==> src/rtl/spi_flash_master.sv <==
// Byte-wide SPI mode-0 master for the configuration flash: one write starts an
// 8-bit MSB-first full-duplex transfer; software polls busy then reads rd_data.
module spi_flash_master #(
  parameter int DIV = 2
) (
  input  logic       clk,
  input  logic       resetq,
  input  logic       wr,
  input  logic [7:0] wd,
  input  logic       cs_wr,
  input  logic       cs_wd,
  output logic [7:0] rd_data,
  output logic       busy,
  output logic       sck,
  output logic       mosi,
  output logic       cs_n,
  input  logic       miso
);

  localparam logic [1:0] ST_IDLE = 2'd0;
  localparam logic [1:0] ST_LOW  = 2'd1;
  localparam logic [1:0] ST_HIGH = 2'd2;

  localparam logic [7:0] DIV_LAST = 8'(DIV - 1);

  logic [1:0] state_r;
  logic [7:0] div_cnt_r;
  logic [2:0] bit_cnt_r;
  logic [7:0] tx_sh_r;
  logic [7:0] rx_sh_r;
  logic [7:0] rd_data_r;
  logic       busy_r;
  logic       sck_r;
  logic       mosi_r;
  logic       cs_n_r;
  logic       phase_done_s;

  // End of the current SCK half-period.
  always_comb begin
    phase_done_s = (div_cnt_r == DIV_LAST);
  end

  // Transfer sequencer; every output comes straight from a flop.
  always_ff @(posedge clk) begin
    if (!resetq) begin
      state_r   <= ST_IDLE;
      div_cnt_r <= 8'd0;
      bit_cnt_r <= 3'd0;
      tx_sh_r   <= 8'h00;
      rx_sh_r   <= 8'h00;
      rd_data_r <= 8'h00;
      busy_r    <= 1'b0;
      sck_r     <= 1'b0;
      mosi_r    <= 1'b0;
      cs_n_r    <= 1'b1;
    end else begin
      case (state_r)
        ST_IDLE: begin
          // CS only moves between bytes, so a strobe here may share the edge with wr.
          if (cs_wr) begin
            cs_n_r <= ~cs_wd;
          end
          if (wr) begin
            tx_sh_r   <= wd;
            mosi_r    <= wd[7];
            bit_cnt_r <= 3'd7;
            div_cnt_r <= 8'd0;
            busy_r    <= 1'b1;
            state_r   <= ST_LOW;
          end
        end
        ST_LOW: begin
          if (phase_done_s) begin
            sck_r     <= 1'b1;
            rx_sh_r   <= {rx_sh_r[6:0], miso};
            div_cnt_r <= 8'd0;
            state_r   <= ST_HIGH;
          end else begin
            div_cnt_r <= div_cnt_r + 8'd1;
          end
        end
        ST_HIGH: begin
          if (phase_done_s) begin
            sck_r     <= 1'b0;
            div_cnt_r <= 8'd0;
            if (bit_cnt_r != 3'd0) begin
              bit_cnt_r <= bit_cnt_r - 3'd1;
              tx_sh_r   <= {tx_sh_r[6:0], 1'b0};
              mosi_r    <= tx_sh_r[6];
              state_r   <= ST_LOW;
            end else begin
              rd_data_r <= rx_sh_r;
              busy_r    <= 1'b0;
              mosi_r    <= 1'b0;
              state_r   <= ST_IDLE;
            end
          end else begin
            div_cnt_r <= div_cnt_r + 8'd1;
          end
        end
        default: begin
          state_r   <= ST_IDLE;
          div_cnt_r <= 8'd0;
          busy_r    <= 1'b0;
          sck_r     <= 1'b0;
          mosi_r    <= 1'b0;
        end
      endcase
    end
  end

  assign rd_data = rd_data_r;
  assign busy    = busy_r;
  assign sck     = sck_r;
  assign mosi    = mosi_r;
  assign cs_n    = cs_n_r;

  spi_flash_master_chk u_chk (
    .clk    (clk),
    .resetq (resetq),
    .busy   (busy_r),
    .sck    (sck_r),
    .mosi   (mosi_r),
    .cs_n   (cs_n_r)
  );

endmodule

// Protocol invariants of the flash master outputs.
module spi_flash_master_chk (
  input logic clk,
  input logic resetq,
  input logic busy,
  input logic sck,
  input logic mosi,
  input logic cs_n
);

  a_sck_only_busy: assert property (@(posedge clk) disable iff (!resetq)
    sck |-> busy);

  a_cs_stable_mid_byte: assert property (@(posedge clk) disable iff (!resetq)
    (busy && $past(busy)) |-> $stable(cs_n));

  a_mosi_hold_high: assert property (@(posedge clk) disable iff (!resetq)
    (sck && $past(sck)) |-> $stable(mosi));

endmodule

==> config.mk <==
export PLATFORM = sky130hd
export DESIGN_NAME = spi_flash_master
export DESIGN_NICKNAME = d
export VERILOG_FILES = /design/src/rtl/spi_flash_master.sv
export SDC_FILE = /design/constraint.sdc
export NUM_CORES = 1
export LEC_CHECK = 0
export CAP_MARGIN = 20
export CORE_ASPECT_RATIO = 1.1
export CORE_MARGIN = 2
export CORE_UTILIZATION = 40
export CTS_BUF_LIST = sky130_fd_sc_hd__clkbuf_16
export DETAILED_ROUTE_END_ITERATION = 16
export PLACE_DENSITY = 0.59
export SYNTH_ARGS = -nofsm -noshare
export SYNTH_HDL_FRONTEND = slang
export SYNTH_SLANG_ARGS = --single-unit
export TNS_END_PERCENT = 1
==> constraint.sdc <==
create_clock -name clk -period 3.2 [get_ports clk]
set_clock_uncertainty 0.05 [all_clocks]
set_input_delay 0.64 -clock clk [delete_from_list [all_inputs] [get_ports clk]]
set_output_delay 0.64 -clock clk [all_outputs]
set_load 0.02 [all_outputs]
; ---- Word-level counts from Yosys, hierarchy flattened
; Cells that the tools add are included.
[totals]
register_bits = 40
in_bits = 14
out_inout_bits = 12
wordCells = 63
[op_classes]
add_sub_neg = 2
eq_ne = 8
mux = 27
n_bitwise = 4
reduce_logical = 12
[op_table]
columns = op, n
row1 = 2-to-1 mux 7 bit, 3
row2 = 2-to-1 mux 8 bit, 2
row3 = one-hot mux 8 bit (2 select lines), 1
row4 = one-hot mux 7 bit (2 select lines), 1
row5 = AND reduction 3 bit, 4
row6 = "!= test 2 bit, second input constant", 5
row7 = 2-to-1 mux 1 bit, 9
row8 = 2-to-1 mux 3 bit, 3
row9 = one-hot mux 1 bit (3 select lines), 3
row10 = "adder 8 x 1 -> 8 bit, second input constant", 1
row11 = "== test 8 x 1 -> 1 bit, second input constant", 1
row12 = AND reduction 4 bit, 2
row13 = 2-to-1 mux 2 bit, 3
row14 = one-hot mux 2 bit (3 select lines), 1
row15 = one-hot mux 3 bit (2 select lines), 1
row16 = NOT 1 bit, 4
row17 = AND reduction 2 bit, 2
row18 = nonzero test 3 bit, 1
row19 = "subtractor 3 x 1 -> 3 bit, second input constant", 1
row20 = "== test 2 x 1 -> 1 bit, second input constant", 1
row21 = "== test 2 bit, second input constant", 1
row22 = zero test 2 bit, 1
row23 = nonzero test 2 bit, 1
row24 = OR reduction 2 bit, 1

; ---- Longest topological paths before layout
; Gate-level depths: netlist of the first run.
[depth]
word_depth = 4
mapped_depth = 8
mapped_depth_nobuf = 6

; ---- Worst setup path after synthesis of the first run
; OpenSTA, ideal clock, no wires.
[synth_path]
path_kind = register to register
startpoint = register state_r[0]
endpoint = register div_cnt_r[7]
setup_ns = 0.128
arrival_ns = 1.632
t_required_ns = 3.022
path_slack_ns = 1.389
stages_incl_launch_ff = 9
synth_period_minus_slack_ns = 1.811
path_cell_list = dfxtp_1 > inv_1 > ha_1 > clkbuf_1 > nor2b_1 > buf_2 > nor4_1 > xnor2_1 > nor2_1
[synth_between]
elab_chain_cells = 3
elab_cells_between_ends = 6
classes_between = 3 x eq/ne / 1 x mux / 2 x reduce/logical
[synth_lines]
columns = item, line_no
row1 = start: declaration, 26  ; logic [1:0] state_r;
row2 = start signal: assignment, 46  ; state_r <= ST_IDLE;
row3 = start signal: assignment, 69  ; state_r <= ST_LOW;
row4 = start signal: assignment, 77  ; state_r <= ST_HIGH;
row5 = == test 2 bit or == test 2 x 1 -> 1 bit (tied branches), 57  ; case (state_r)
row6 = OR reduction 2 bit (no line), n/a
row7 = one-hot mux 8 bit (2 select lines), 57
row8 = end signal: assignment, 79  ; div_cnt_r <= div_cnt_r + 8'd1;
row9 = end signal: assignment, 98  ; div_cnt_r <= div_cnt_r + 8'd1;
row10 = end: declaration, 27  ; logic [7:0] div_cnt_r;
; Parallel ways exist; a longest one is shown, timed or not.
; A chain may end at the register's enable or synchronous reset.

; ---- Worst setup path after layout of the first run
[layout_path]
startpoint = register state_r[0]
endpoint = register bit_cnt_r[0]
[layout_between]
elab_chain_cells = 3
elab_cells_between_ends = 8
classes_between = 4 x eq/ne / 1 x mux / 3 x reduce/logical
[layout_lines]
columns = item, line_no
row1 = == test 2 bit or zero test 2 bit (tied branches), 57
row2 = != test 2 bit (no line) or nonzero test 2 bit (tied branches), n/a
row3 = AND reduction 4 bit (no line), n/a
row4 = end signal: assignment, 87  ; bit_cnt_r <= bit_cnt_r - 3'd1;
row5 = end: declaration, 28  ; logic [2:0] bit_cnt_r;
; Parallel ways exist; a longest one is shown, timed or not.

==> run_results.csv, run 1 <==
group,metric,value,unit
run_status,run_status,"finished clean",
finish,flow.area_growth_from_synthesis,25.28,%
clock_tree,cts.hold.buffers_added,0,
clock_tree,clockRootBuffer,"clkbuf_16",
synth,postSynth.topFlopCell,"dfxtp_1",
placed_design,hpwlAfterDp,2.854,mm
synth,synth-edff-count,0,
timing,slew_viol_final,0,
clock_tree,clock_pin_slew_reported_for_the_worst_setup_and_hold_paths_after_clock_tree_synthesis,0.06,ns
timing,layout_worst_path_cycle_share,78.21,%
critical_path,timing.critical_path.to_type,"register",
finish,num_antenna_cells,0,
global_routing,grt_max_degree,22,
timing,setup_total_negative_slack,0,ns
timing,max_freq,399.6,MHz
synth,synth_warnings,0,
critical_path,critical_path.max_fanout,14,
die,height_of_the_chip,75.63,um
synth,synth_top_cells_by_area,"dfxtp_1, mux2i_1, nor2_1",
critical_path,worst-setup-path-type,"reg -> reg",
route,num_vias,1489,
route,detail_route.iter0.violations,89,
min_path,min-delay-path-class,"reg -> reg",
clock_tree,post_cts_resized,0,
synth,async_flop_share,0,%
power,total_leakage_power,0.9766,nW
route,first_pass_iters,4,
clock_tree,cts_htree_levels,2,
global_routing,global_route_wire_length_before_repair,6.762,mm
power,worst_ir_drop_vdd,0.0003267,V
die,area_enclosed_by_the_die_boundary,0.005227,mm2
die,placementRows,26,
finish,final_net_count,245,
die,initial_core_util,40.96,%
critical_path,worstPathRequired,3.38,ns
synth,post_synth_num_cell_types,44,
placed_design,gp_routability_congestion,0.7879,
die,core_region_area,0.004554,mm2
global_routing,gr-usage-met1,18.46,%
synth,synth_largest_type_area_fraction,42.92,%
timing,slew_headroom,51.41,%
global_routing,globalRouteOverflowTotal,0,
critical_path,crit_arrival,2.68,ns
route,drt.antenna.violating_nets,0,
clock_tree,cts_sinks,40,
power,pwr_density_cell,628.3,mW/mm2
timing,final-setup-viol-count,0,
synth,synth_area_leader_cell,"dfxtp_1",
clock_tree,max-clock-path-buffers,2,
synth,postSynthNetCount,218,
synth,synth_cells,196,
critical_path,crit_path_start_kind,"register",
die,boundaryPins,26,
clock_tree,post-cts-setup-buffer-count,0,
die,die_w,69.12,um
timing,rsz0062_at_grt,"no",
timing,timing.final.hold_violations,0,
route,vias_per_cell,5.318,
synth,syn-cell-area,0.001866,mm2
clock_tree,cts-buffers-inserted,5,
finish,final_util,51.32,%
run,timing.max_cap.violations,0,
synth,number_of_synthesized_register_bits,40,
global_routing,met2_global_route_usage,29.70,%
timing,time_the_worst_path_needs_with_i_o_delays_and_setup,2.503,ns
synth,synthesized_area_divided_by_synthesized_cell_count,9.518,um2
global_routing,groute.usage.overall,16.14,%
route,detail_route.wl_per_cell,14.04,um
clock_tree,clkLatencyLatePin,0.28,ns
clock_tree,tritoncts,"done",
placed_design,port_buffers,25,
global_routing,first_global_vias,1470,
global_routing,antenna_violations_before_repair,0,
synth,yosysSeqAreaShare,42.92,%
timing,tightestPinTransition,0.7273,ns
global_routing,gr-max-usage-layer,"met2",
route,postRouteWirelength,3.930,mm
finish,drive_above_1_share,9.375,%
global_routing,grt_util_met3,3.836,%
critical_path,reg2reg_setup_slack,0.70,ns
route,drc_errors,0,
## power breakdown
| group | switching [mW] | internal, mW | leakage [nW] |
|---|---|---|---|
| sequential | 0.0338 | 0.544 | 0.326 |
| clock | 0.199 | 0.370 | 0.0804 |
| combinational | 0.182 | 0.140 | 0.570 |
## Yosys cell counts (3+ instances only)
master / count
a211oi_1: 7
inv_1: 6
nand2b_1: 3
nand3_1: 6
clkbuf_1: 4
dfxtp_1: 40
o221a_2: 3
ha_1: 8
xor2_1: 3
nor2b_1: 3
nand2_1: 12
nor2_1: 28
xnor2_1: 3
mux2i_1: 23
a21oi_1: 9
## registers in the layout, indices dropped and copies added, names as in the netlist, 2 cells and up
name and cells:
rd_data 8, tx_sh_r 7, rx_sh_r 8, div_cnt_r 8, state_r 2, bit_cnt_r 3
## worst max-delay path: stages (launching register included)
cell	delay, ns
dfxtp_1	0.34
inv_1	0.09
ha_1	0.59
clkinv_1	0.39
o21ai_1	0.50
and2_4	0.30
o221a_2	0.19
## stage by stage
stage	power (mW)	worst slack (ns)	hold slack, ns	instance area, um2	cells
after global routing	1.547	0.4920	0.4569	2337	280
after floorplan	0.8190	1.389	0.4101	1866	196
after global placement	0.9039	0.8349	0.3969	2166	272
after CTS	1.486	0.7269	0.4175	2337	280
after detailed placement	0.9093	0.7467	0.4086	2166	272
final	1.468	0.6972	0.4209	2337	280
## per-layer routing
metal	wire, um	up-vias
li1	-	748
met5	0	-
met1	1803	721
met3	92	4
met2	1994	16
met4	39	0
## cell usage in the layout (no fill, tap or decap), types with 3 or more instances in the layout
cell / instances
a211oi_1: 7
dfxtp_1: 40
inv_1: 6
nor2b_1: 3
clkbuf_16: 5
xor2_1: 3
nand2b_1: 3
nand3_1: 6
clkdlybuf4s50_1: 25
ha_1: 8
o221a_2: 3
xnor2_1: 3
nand2_1: 12
a21oi_1: 9
mux2i_1: 23
nor2_1: 28
## worst paths after layout
check | from | to | cells after the start
max reg2reg | state_r[0] | bit_cnt_r[0] | 6
max | state_r[0] | bit_cnt_r[0] | 6
min | busy | busy | 2
min reg2reg | busy | busy | 2
## layout make-up
class,count,area (um2)
multi-input combinational,141,999.7
tap,56,70.07
fill,436,2217
timing repair buffer,27,265.3
sequential,40,800.8
clock inverter,3,46.29
inverter,8,30.03
clock buffer,5,125.1
## cell families (layout without fill, tap and decap cells)
logic type / after synthesis / count (layout) / synth area share [%]
compound gates: 38 / 38 / 14.76
xor+xnor: 6 / 6 / 2.817
fa+ha+maj: 8 / 8 / 5.366
buf+inv: 15 / 43 / 3.487
flops: 40 / 40 / 42.92
mux: 23 / 23 / 12.34
simple gates: 66 / 66 / 18.31
(Power assumes the default switching activity.)
==> inputs of run 2 (changes only) <==
clock period = 2.5 ns   (was 3.2 ns; I/O delays follow)
==> run 2 against run 1 <==
Compared with the run above:
- core utilization rose by 0.63 points
- power grew 28%
- non-clock buffer count grew 5
- clock power up 24%
- routed wire length is 0.76% lower
- global-route usage decreased by 0.34 points
- critical path depth fell by 2
- first-iteration DRC count down 7.9%
- worst setup slack got worse by 0.17 ns
- combinational power increased by 35%
- final cell count increased by 1.8%
- critical path type is now in -> reg
- critical endpoint is now div_cnt_r[4]
==> run_results.csv, run 2 (synthesized netlist as in run 1, its figures left out) <==
group,metric,value,unit
run_status,run_status,"finished clean",
critical_path,reg2reg_setup_slack,0.61,ns
clock_tree,clock_pin_slew_reported_for_the_worst_setup_and_hold_paths_after_clock_tree_synthesis,0.06,ns
min_path,min-delay-path-class,"reg -> reg",
power,total_leakage_power,0.9994,nW
placed_design,hpwlAfterDp,2.811,mm
route,postRouteWirelength,3.900,mm
placed_design,gp_routability_congestion,0.7980,
critical_path,rr_worst_depth,6,
die,height_of_the_chip,75.63,um
timing,slew_headroom,50.63,%
die,initial_core_util,40.96,%
global_routing,globalRouteOverflowTotal,0,
die,core_region_area,0.004554,mm2
global_routing,first_global_vias,1403,
timing,final-setup-viol-count,0,
die,die_w,69.12,um
placed_design,dp_slack,0.2842,ns
finish,final_cell_mix,"dfxtp_1, nor2_1, clkdlybuf4s50_1",
critical_path,timing.critical_path.to_type,"register",
route,first_pass_iters,4,
run,timing.max_cap.violations,0,
finish,drive_above_1_share,10.48,%
timing,timing.final.hold_violations,0,
critical_path,worst_reg2reg_endpoint,"div_cnt_r[4]",
route,drt.antenna.violating_nets,0,
critical_path,worstPathBufferInverterCount,1,
critical_path,crit_cells,4,
clock_tree,cts-buffers-inserted,5,
clock_tree,max-clock-path-buffers,2,
clock_tree,post-cts-setup-buffer-count,0,
clock_tree,clkLatencyLatePin,0.28,ns
route,detail_route.iter0.violations,82,
clock_tree,tritoncts,"done",
timing,finalWorstSetupSlack,0.5250,ns
critical_path,crit_arrival,2.14,ns
global_routing,antenna_violations_before_repair,0,
timing,rsz0062_at_grt,"no",
timing,setup_total_negative_slack,0,ns
critical_path,crit_family,"simple AND/OR/NAND/NOR gates",
clock_tree,post_cts_resized,0,
route,num_vias,1500,
route,vias_per_cell,5.263,
timing,layout_worst_path_cycle_share,79.00,%
clock_tree,cts_htree_levels,2,
power,p_total,1.880,mW
finish,leading_cell_type_in_the_layout_fill_and_taps_excluded,"dfxtp_1",
finish,num_antenna_cells,0,
power,worst_ir_drop_vdd,0.0003566,V
clock_tree,cts_sinks,40,
critical_path,crit_path_start_kind,"input port",
global_routing,groute.usage.overall,15.80,%
global_routing,grt_max_degree,18,
timing,slew_viol_final,0,
critical_path,crit-reg2reg-launch,"div_cnt_r[0]",
route,drc_errors,0,
finish,flow.area_growth_from_synthesis,26.83,%
die,area_enclosed_by_the_die_boundary,0.005227,mm2
clock_tree,cts.hold.buffers_added,0,
critical_path,critical_path.startpoint,"wr",
route,detail_route.wl_per_cell,13.68,um
die,placementRows,26,
critical_path,setup.worst_path.end,"div_cnt_r[4]",
timing,max_freq,506.3,MHz
clock_tree,clockRootBuffer,"clkbuf_16",
die,boundaryPins,26,
critical_path,worstPathCellList,"clkdlybuf4s50_1 > nor2b_1 > o21ai_1 > nor2_1",
timing,tightestPinTransition,0.7390,ns
critical_path,critical_path.slowest_cell,"nor2b_1",
critical_path,critical_path.max_fanout,12,
critical_path,worst-setup-path-type,"in -> reg",
timing,time_the_worst_path_needs_with_i_o_delays_and_setup,1.975,ns
power,pwr_density_cell,794.5,mW/mm2
placed_design,port_buffers,25,
global_routing,global_route_wire_length_before_repair,6.513,mm
finish,final_net_count,250,
critical_path,worstPathRequired,2.66,ns
critical_path,critPathMaxStageDelay,0.62,ns
run 2: changes by cell type in the layout (fill, tap and decap cells not counted):
cell	change
clkinvlp_4	-1
clkinv_1	+2
buf_4	+5
inv_6	-1
run 2: through the flow:
step                      cells  utilization, %  instance area (um2)  hold slack [ns]
final                       285           51.95                 2366           0.4174
after global routing        285           51.95                 2366           0.4486
after CTS                   285           51.95                 2366           0.4269
after detailed placement    277           48.38                 2203           0.4191
after global placement      277           48.38                 2203           0.3965
after floorplan             196               -                 1866           0.4101
run 2: layout make-up:
type / count / area (um2)
flip-flops and latches: 40 / 800.8
fillers: 430 / 2188
repair buffers: 32 / 302.8
well taps: 56 / 70.07
inverters: 8 / 30.03
clock buffers: 5 / 125.1
clock inverters: 3 / 37.54
multi-input cells: 141 / 999.7
run 2: tightest hold or removal path, delay by kind of cell (launching register included):
family,cells,cell delay (ns)
DFF,1,0.31
muxes,1,0.05
and+or+nand+nor,1,0.06
run 2: report_power, final:
part	total, mW	switching [mW]	internal (mW)
Clock	0.707	0.243	0.463
Combinational	0.436	0.242	0.194
Sequential	0.737	0.0408	0.696
Total	1.88	0.526	1.35
run 2: worst min-delay path by stage:
stage                     startpoint    endpoint  slack, ns  depth (start not counted)
after floorplan           rx_sh_r[7]  rd_data[7]       0.41                          2
after detailed placement        busy        busy       0.42                          2
final                           busy        busy       0.42                          2
after global routing            busy        busy       0.45                          2
after CTS                       busy        busy       0.43                          2
after global placement          busy        busy       0.40                          2
run 2: layer usage:
metal / GRT usage [%] / vias up / share of wire, %
met5: 0 / - / 0
met4: 6.754 / 0 / 1.6
met3: 4.365 / 8 / 4.6
met2: 29.06 / 25 / 52
met1: 17.51 / 707 / 42
li1: - / 760 / -
